[config.mk]
export PLATFORM = sky130hd
export DESIGN_NAME = liteeth_sram_fifo_ctrl
export DESIGN_NICKNAME = d
export VERILOG_FILES = /design/src/rtl/liteeth_sram_fifo_ctrl.sv
export SDC_FILE = /design/constraint.sdc
export NUM_CORES = 1
export LEC_CHECK = 0
export CAP_MARGIN = 25
export CORE_ASPECT_RATIO = 2
export CORE_MARGIN = 5
export CORE_UTILIZATION = 45
export DETAILED_ROUTE_END_ITERATION = 7
export GPL_ROUTABILITY_DRIVEN = 0
export GPL_TIMING_DRIVEN = 0
export PLACE_DENSITY = 0.84
export SLEW_MARGIN = 5
export SYNTH_ARGS = -nofsm -noshare
export SYNTH_HDL_FRONTEND = slang
export SYNTH_SLANG_ARGS = --single-unit
[constraint.sdc]
create_clock -name clk -period 4.3 [get_ports clk]
set_input_delay 0.86 -clock clk [delete_from_list [all_inputs] [get_ports clk]]
set_output_delay 0.86 -clock clk [all_outputs]
set_load 0.02 [all_outputs]
[src/rtl/liteeth_sram_fifo_ctrl.sv]
// SRAM-backed stream FIFO: DEPTH words in an external 1RW (write) + 1R (read) SRAM plus a 2-entry output stage.
// Define LITEETH_SRAM_FIFO_LEVEL_EN to add the registered occupancy port `level`.
module liteeth_sram_fifo_ctrl #(
    parameter int WIDTH      = 12,
    parameter int DEPTH      = 128,
    parameter int ADDR_WIDTH = 7
) (
    input  logic                  clk,
    input  logic                  rst_n,
    input  logic                  flush,
    input  logic                  in_valid,
    output logic                  in_ready,
    input  logic [WIDTH-1:0]      in_data,
    output logic                  out_valid,
    input  logic                  out_ready,
    output logic [WIDTH-1:0]      out_data,
    output logic                  sram_rw0_ce,
    output logic                  sram_rw0_we,
    output logic [ADDR_WIDTH-1:0] sram_rw0_addr,
    output logic [WIDTH-1:0]      sram_rw0_wd,
    output logic                  sram_r0_ce,
    output logic [ADDR_WIDTH-1:0] sram_r0_addr,
    input  logic [WIDTH-1:0]      sram_r0_rd
`ifdef LITEETH_SRAM_FIFO_LEVEL_EN
    ,
    output logic [7:0]            level
`endif
);

    logic [ADDR_WIDTH-1:0] wr_ptr, rd_ptr;
    logic [ADDR_WIDTH:0]   sram_cnt;
    logic [1:0]            out_cnt;
    logic                  inflight;
    logic [WIDTH-1:0]      stg0, stg1;
    logic                  accept, pop, issue, capture;
    logic [2:0]            occ;

    function automatic logic [ADDR_WIDTH-1:0] ptr_inc(input logic [ADDR_WIDTH-1:0] p);
        return (p == ADDR_WIDTH'(DEPTH - 1)) ? '0 : p + ADDR_WIDTH'(1);
    endfunction

    assign in_ready  = (sram_cnt != (ADDR_WIDTH+1)'(DEPTH)) && !flush && rst_n;
    assign accept    = in_valid && in_ready;
    assign out_valid = (out_cnt != 2'd0) && !flush;
    assign pop       = out_valid && out_ready;
    assign out_data  = stg0;

    // Words owned by the output side (held + in flight); a pop this cycle frees a slot.
    assign occ     = {1'b0, out_cnt} + {2'b0, inflight};
    assign issue   = (sram_cnt != '0) && !flush && (occ < (3'd2 + {2'b0, pop}));
    // Read port output is only meaningful the cycle after an issue.
    assign capture = inflight && !flush;

    assign sram_rw0_ce   = accept;
    assign sram_rw0_we   = accept;
    assign sram_rw0_addr = accept ? wr_ptr : '0;
    assign sram_rw0_wd   = accept ? in_data : '0;
    assign sram_r0_ce    = issue;
    assign sram_r0_addr  = issue ? rd_ptr : '0;

    always_ff @(posedge clk or negedge rst_n) begin
        if (!rst_n) begin
            wr_ptr   <= '0;
            rd_ptr   <= '0;
            sram_cnt <= '0;
            out_cnt  <= '0;
            inflight <= 1'b0;
            stg0     <= '0;
            stg1     <= '0;
        end else if (flush) begin
            wr_ptr   <= '0;
            rd_ptr   <= '0;
            sram_cnt <= '0;
            out_cnt  <= '0;
            inflight <= 1'b0;
        end else begin
            if (accept) wr_ptr <= ptr_inc(wr_ptr);
            if (issue)  rd_ptr <= ptr_inc(rd_ptr);
            sram_cnt <= sram_cnt + {{ADDR_WIDTH{1'b0}}, accept} - {{ADDR_WIDTH{1'b0}}, issue};
            inflight <= issue;
            out_cnt  <= out_cnt + {1'b0, capture} - {1'b0, pop};
            case ({capture, pop})
                2'b10: begin
                    if (out_cnt == 2'd0) stg0 <= sram_r0_rd;
                    else                 stg1 <= sram_r0_rd;
                end
                2'b01: stg0 <= stg1;
                2'b11: begin
                    if (out_cnt == 2'd1) begin
                        stg0 <= sram_r0_rd;
                    end else begin
                        stg0 <= stg1;
                        stg1 <= sram_r0_rd;
                    end
                end
                default: ;
            endcase
        end
    end

`ifdef LITEETH_SRAM_FIFO_LEVEL_EN
    // Total occupancy only moves on accept/pop; issue and capture shuffle words internally.
    always_ff @(posedge clk or negedge rst_n) begin
        if (!rst_n)     level <= '0;
        else if (flush) level <= '0;
        else            level <= level + {7'd0, accept} - {7'd0, pop};
    end
`endif

endmodule

Yosys cells after proc, flatten, opt, wreduce, memory -nomap -nowiden

Index checks and enable logic that the tools add are counted.
Widths: inputs -> output; s select.

Register bits: 49
Input bits: 29
Output and inout port bits: 43
Logic and storage cells: 63

Add/subtract/negate cells: 8
$lt $le $gt $ge: 1
Equality and inequality tests: 10
Mux-type cells: 18
Bitwise operators: 1
Reductions and logical operators: 18

Operators by type and width:

| operator            | count |
|---|---|
| $mux 12             | 5 |
| $mux 7              | 8 |
| $pmux 12 s3         | 1 |
| $pmux 12 s2         | 1 |
| $add 7x1->7 const B | 2 |
| $eq 7x7->1 const B  | 2 |
| $add 8x1->8         | 1 |
| $logic_and 1x1->1   | 8 |
| $mux 8              | 1 |
| $ne 8x8->1 const B  | 1 |
| $reduce_bool 2->1   | 4 |
| $reduce_bool 8->1   | 1 |
| $sub 8x1->8         | 1 |
| $ne 2x2->1 const B  | 3 |
| $eq 2x1->1 const B  | 2 |
| $eq 2x2->1 const B  | 2 |
| $reduce_and 4->1    | 1 |
| $add 2x1->3         | 1 |
| $add 2x1->3 const A | 1 |
| $lt 3x3->1          | 1 |
| $reduce_and 3->1    | 1 |
| $reduce_bool 3->1   | 1 |
| $add 2x1->2         | 1 |
| $logic_not 2->1     | 1 |
| 5 further kinds     | 5 |

Logic depth before layout (Yosys ltp)

Depth in word-level cells: 8
Depth in mapped cells: 16
Mapped depth without buffers: 15

Worst setup path after synthesis

No wires, ideal clock.

Path type: input-to-reg
Start point: in flush
End point: reg sram_cnt[7]
Library setup time: 0.127 ns
Arrival time: 3.094 ns
Data required time: 4.173 ns
Path slack: 1.079 ns
Stages: 13
Buffers on the path: 1
Cells stage by stage: nand2b_1 > o31ai_4 > nand3_4 > clkinv_2 > buf_6 > ha_1 > inv_1 > ha_1 > a21o_1 > a21oi_1 > nor2_1 > o31a_1 > mux2_1

Word-level cells in the longest chain between the ends: 8
Elaborated cells on any way between the ends: 13
Those cells by class: 3 x add/sub; 1 x order compare; 1 x mux; 8 x reduce/logical

RTL lines:

| item                   | RTL line | source |
|---|---|---|
| start: declaration     | 10       | `input logic flush,` |
| $logic_not 1->1 (*)    | 44, 50   |  |
| $logic_and 1x1->1      | 44       | `assign out_valid = (out_cnt != 2'd0) && !flush;` |
| $logic_and 1x1->1      | 45       | `assign pop = out_valid && out_ready;` |
| $add 2x1->3            | 50       | `assign issue = (sram_cnt != '0) && !flush && (occ < (3'd2 + {2'b0, pop}));` |
| $lt 3x3->1             | 50       |  |
| $logic_and 1x1->1 (*)  | 50       |  |
| named net sram_r0_ce   | 21       | `output logic sram_r0_ce,` |
| $sub 8x1->8 (*)        | 79       | `sram_cnt <= sram_cnt + {{ADDR_WIDTH{1'b0}}, accept} - {{ADDR_WIDTH{1'b0}}, issue};` |
| $mux 8 (*)             | 70       | `end else if (flush) begin` |
| end signal: assignment | 79       |  |
| end: declaration       | 31       | `logic [ADDR_WIDTH:0] sram_cnt;` |

Mark *: on every way through the listed nets, which the timed path passes. The rest lies on a longest branch.
A chain may end at the register's enable or synchronous reset.

Worst setup path after layout

Start point: in flush
End point: out out_valid

Word-level cells in the longest chain between the ends: 2

RTL lines:

| item              | RTL line | source |
|---|---|---|
| $logic_not 1->1   | 44       |  |
| $logic_and 1x1->1 | 44       |  |
| end: declaration  | 14       | `output logic out_valid,` |

Every way passes these cells.

==> results.py <==
metrics = {
    "outcome": {
        "status": "finished clean",
    },
    "cells_and_area": {
        "final_util_pct": 62.48,
        "stdcell_area_mm2": 0.003943,
        "finalNonFillerCells": 468,
        "drive_gt1_share_pct": 10.47,
        "syn2layout_area_growth_pct": 34.43,
        "n_antenna_cell": 0,
        "final_nets": 432,
        "mostFrequentLayoutCell": "clkdlybuf4s50_1",
        "mostFrequentLayoutCells": "clkdlybuf4s50_1, dfrtp_1, nand2_1",
    },
    "pwr": {
        "power_frac_seq_pct": 31.5,
        "power_frac_clock_pct": 20.4,
        "vdd_drop_max_uv": 270.3,
        "power_frac_comb_pct": 48.1,
        "p_per_area_mw_per_mm2": 581.5,
        "swShare_pct": 37.12,
        "leakagePower_nw": 1.745,
        "p_sw_w": 0.0008509,
        "internal_power_w": 0.001442,
    },
    "timing": {
        "rsz0062_at_grt": "no",
        "final.period_utilization_pct": 92.28,
        "worstMarginPinSlew_ns": 0.5279,
        "setup_viol": 0,
        "setup_slack_ns": 0.3320,
        "fin_skew_ns": 0.005056,
        "relSlewSlack_pct": 64.81,
        "whs_ns": 0.4825,
        "period_needed_ns": 3.968,
        "slew_viol_final": 0,
        "max_freq_ghz": 0.2520,
        "final_hold_viol_count": 0,
    },
    "clock_network": {
        "h-tree-depth": 2,
        "cts_buffer_depth": 2,
        "clock_sinks": 49,
        "root_buffer": "clkbuf_16",
        "clk_latency_ns": 0.29,
        "holdBufCountCts": 0,
        "post_cts_buffers": 0,
        "cts_resized": 0,
        "cts_made_buffers": 5,
        "cts_tree": "yes",
        "clkSlewWorstSetupHoldPaths_ns": 0.06,
    },
    "placement": {
        "dpl_cell_area_mm2": 0.003766,
        "io_buffer_count": 71,
        "dp_cells": 460,
        "pre_cts_ws_ns": 0.3396,
        "dpl.hpwl_um": 5643,
    },
    "critical_path": {
        "crit_path_end_kind": "output pin",
        "crit_family": "buffers and inverters",
        "path_common_cell": "buf_2",
        "cpPeakStageDelay_ns": 0.55,
        "crit_chain": "clkdlybuf4s50_1, buf_2, buf_2, buf_2, buf_2, nor2_1, clkdlybuf4s50_1",
        "regToRegSetupSlack_ns": 1.00,
        "cp_num_buf_inv": 6,
        "cp_slowest_cell": "clkdlybuf4s50_1",
        "crit_required_ns": 3.44,
        "rr_endpoint": "sram_cnt[7]$_DFF_PN0_",
        "critical_path.startpoint_type": "input pin",
        "regToRegStartpoint": "out_cnt[0]$_DFF_PN0_",
        "criticalPathCategory": "in2out",
        "critical_path.max_fanout": 10,
        "cp.arrival_ns": 3.11,
        "r2r_cells": 13,
        "worst-path-stages": 7,
        "cp-endpoint": "out_valid",
        "setup.worst_path.start": "flush",
    },
    "yosys": {
        "synthCells": 302,
        "avgSynthCellArea_um2": 9.711,
        "synth-edff-count": 0,
        "synth_area_leader_cell": "dfrtp_1",
        "syn-num-nets": 353,
        "synth_cell_types": 47,
        "yosys.area.top_type_share_pct": 41.81,
        "ys_seq_area_share_pct": 41.81,
        "syn-cell-area_mm2": 0.002933,
        "yosys_warnings": 0,
        "post_synth_main_area_contributors": "dfrtp_1, ha_1, and2_1",
        "synthFlopType": "dfrtp_1",
        "async_flop_share_pct": 100.0,
        "synth_seq_cells": 49,
    },
    "routing": {
        "via_count": 2445,
        "wl_um": 7215,
        "detail-route-antenna-nets": 0,
        "drc_errors": 0,
        "avgRoutedWirePerCell_um": 15.42,
        "via_per_inst": 5.224,
        "drt-pass1-iter-count": 4,
        "drtIter0Drc": 89,
    },
    "grt": {
        "first_global_vias": 2658,
        "antenna_found_initial": 0,
        "grt_max_degree": 32,
        "overflow": 0,
        "grt_pass1_wl_um": 12110,
        "grt_use_total_pct": 19.01,
    },
    "floorplanning": {
        "initial_core_util_pct": 46.48,
        "core_mm2": 0.006310,
        "ios": 72,
        "dieHeight_um": 124.2,
        "chipWidth_um": 67.09,
        "rows": 41,
        "die-area_mm2": 0.008330,
    },
    "hold_path": {
        "hp-class": "reg2reg",
    },
    "run": {
        "max_cap_viol_count": 0,
    },
}
power groups by stage:
stage	clock, W	sequential, W	combinational, W
3_3_place_gp	0	0.000718	0.00105
6_report	0.000467	0.000722	0.00110
4_1_cts	0.000473	0.000721	0.00112
2_1_floorplan	0	0.000770	0.000709
5_1_grt	0.000489	0.000740	0.00123
3_5_place_dp	0	0.000730	0.00111
flip-flops by register name (all words and copies together) (netlist names):
register,count
sram_cnt,8
inflight,1
stg1,12
wr_ptr,7
out_cnt,2
rd_ptr,7
out_data,12
how the worst min path moves through the flow:
stage	from	endpoint	slack (ns)	cells after the start
2_1_floorplan	stg1[0]$_DFFE_PN0P_	stg1[0]$_DFFE_PN0P_	0.48	1
4_1_cts	out_data[4]$_DFFE_PN0P_	out_data[4]$_DFFE_PN0P_	0.49	2
5_1_grt	out_data[4]$_DFFE_PN0P_	out_data[4]$_DFFE_PN0P_	0.51	2
6_report	out_data[4]$_DFFE_PN0P_	out_data[4]$_DFFE_PN0P_	0.48	2
3_5_place_dp	out_data[4]$_DFFE_PN0P_	out_data[4]$_DFFE_PN0P_	0.47	2
3_3_place_gp	out_data[1]$_DFFE_PN0P_	out_data[1]$_DFFE_PN0P_	0.46	2
worst reg2reg max path: cells and delay by family (launching register included):
kind,cells,cell delay (ns)
fa+ha+maj,3,0.79
flops,1,0.47
buf+inv,3,0.33
mux,1,0.31
simple gates,2,0.26
compound gates,4,1.03
Yosys cell counts, drive strengths merged, types with 2 or more instances:
library cell  count
buf              12
xnor2             4
nor2b             8
dfrtp            49
and2             25
o21bai            2
clkbuf            2
nor4              2
nand2            30
nor2             22
ha               21
a21o              2
or3               5
nor4b             2
mux2i             2
nand2b            4
nand4             5
nand3             7
and3              3
xor2              5
a22oi            12
a21oi            10
inv              18
mux2             13
o21ai            21
area by class of cell:
cell class                      instances  area (µm²)
Fill cell                             520        2367
Multi-Input combinational cell        220        1553
Sequential cell                        49        1226
Timing Repair Buffer                   72       725.7
Clock buffer                            6       138.9
Tap cell                               86       107.6
Buffer                                 14       81.33
Inverter                               19       72.57
Clock inverter                          2       37.54
cells by family after synthesis:
group	count (synthesis)	share of synthesized area, %
simple gates	117	21.50
compound gates	57	13.44
flops	49	41.81
buf+inv	33	5.247
fa+ha+maj	22	9.642
mux	15	5.674
xor+xnor	9	2.688
stage by stage:
step	TNS (ns)	power [W]
after CTS	0	0.002310
after global routing	0	0.002461
after floorplan	0	0.001479
final	0	0.002292
after global placement	-35.31	0.001772
after detailed placement	0	0.001835
metal layers:
layer	part of all wire (%)	up-vias	global-route usage, %
met5	0	-	0
met4	2.1	0	8.132
met3	4.5	14	4.693
met2	57	62	36.35
met1	36	1175	18.42
li1	-	1194	-
(Power assumes the default switching activity.)
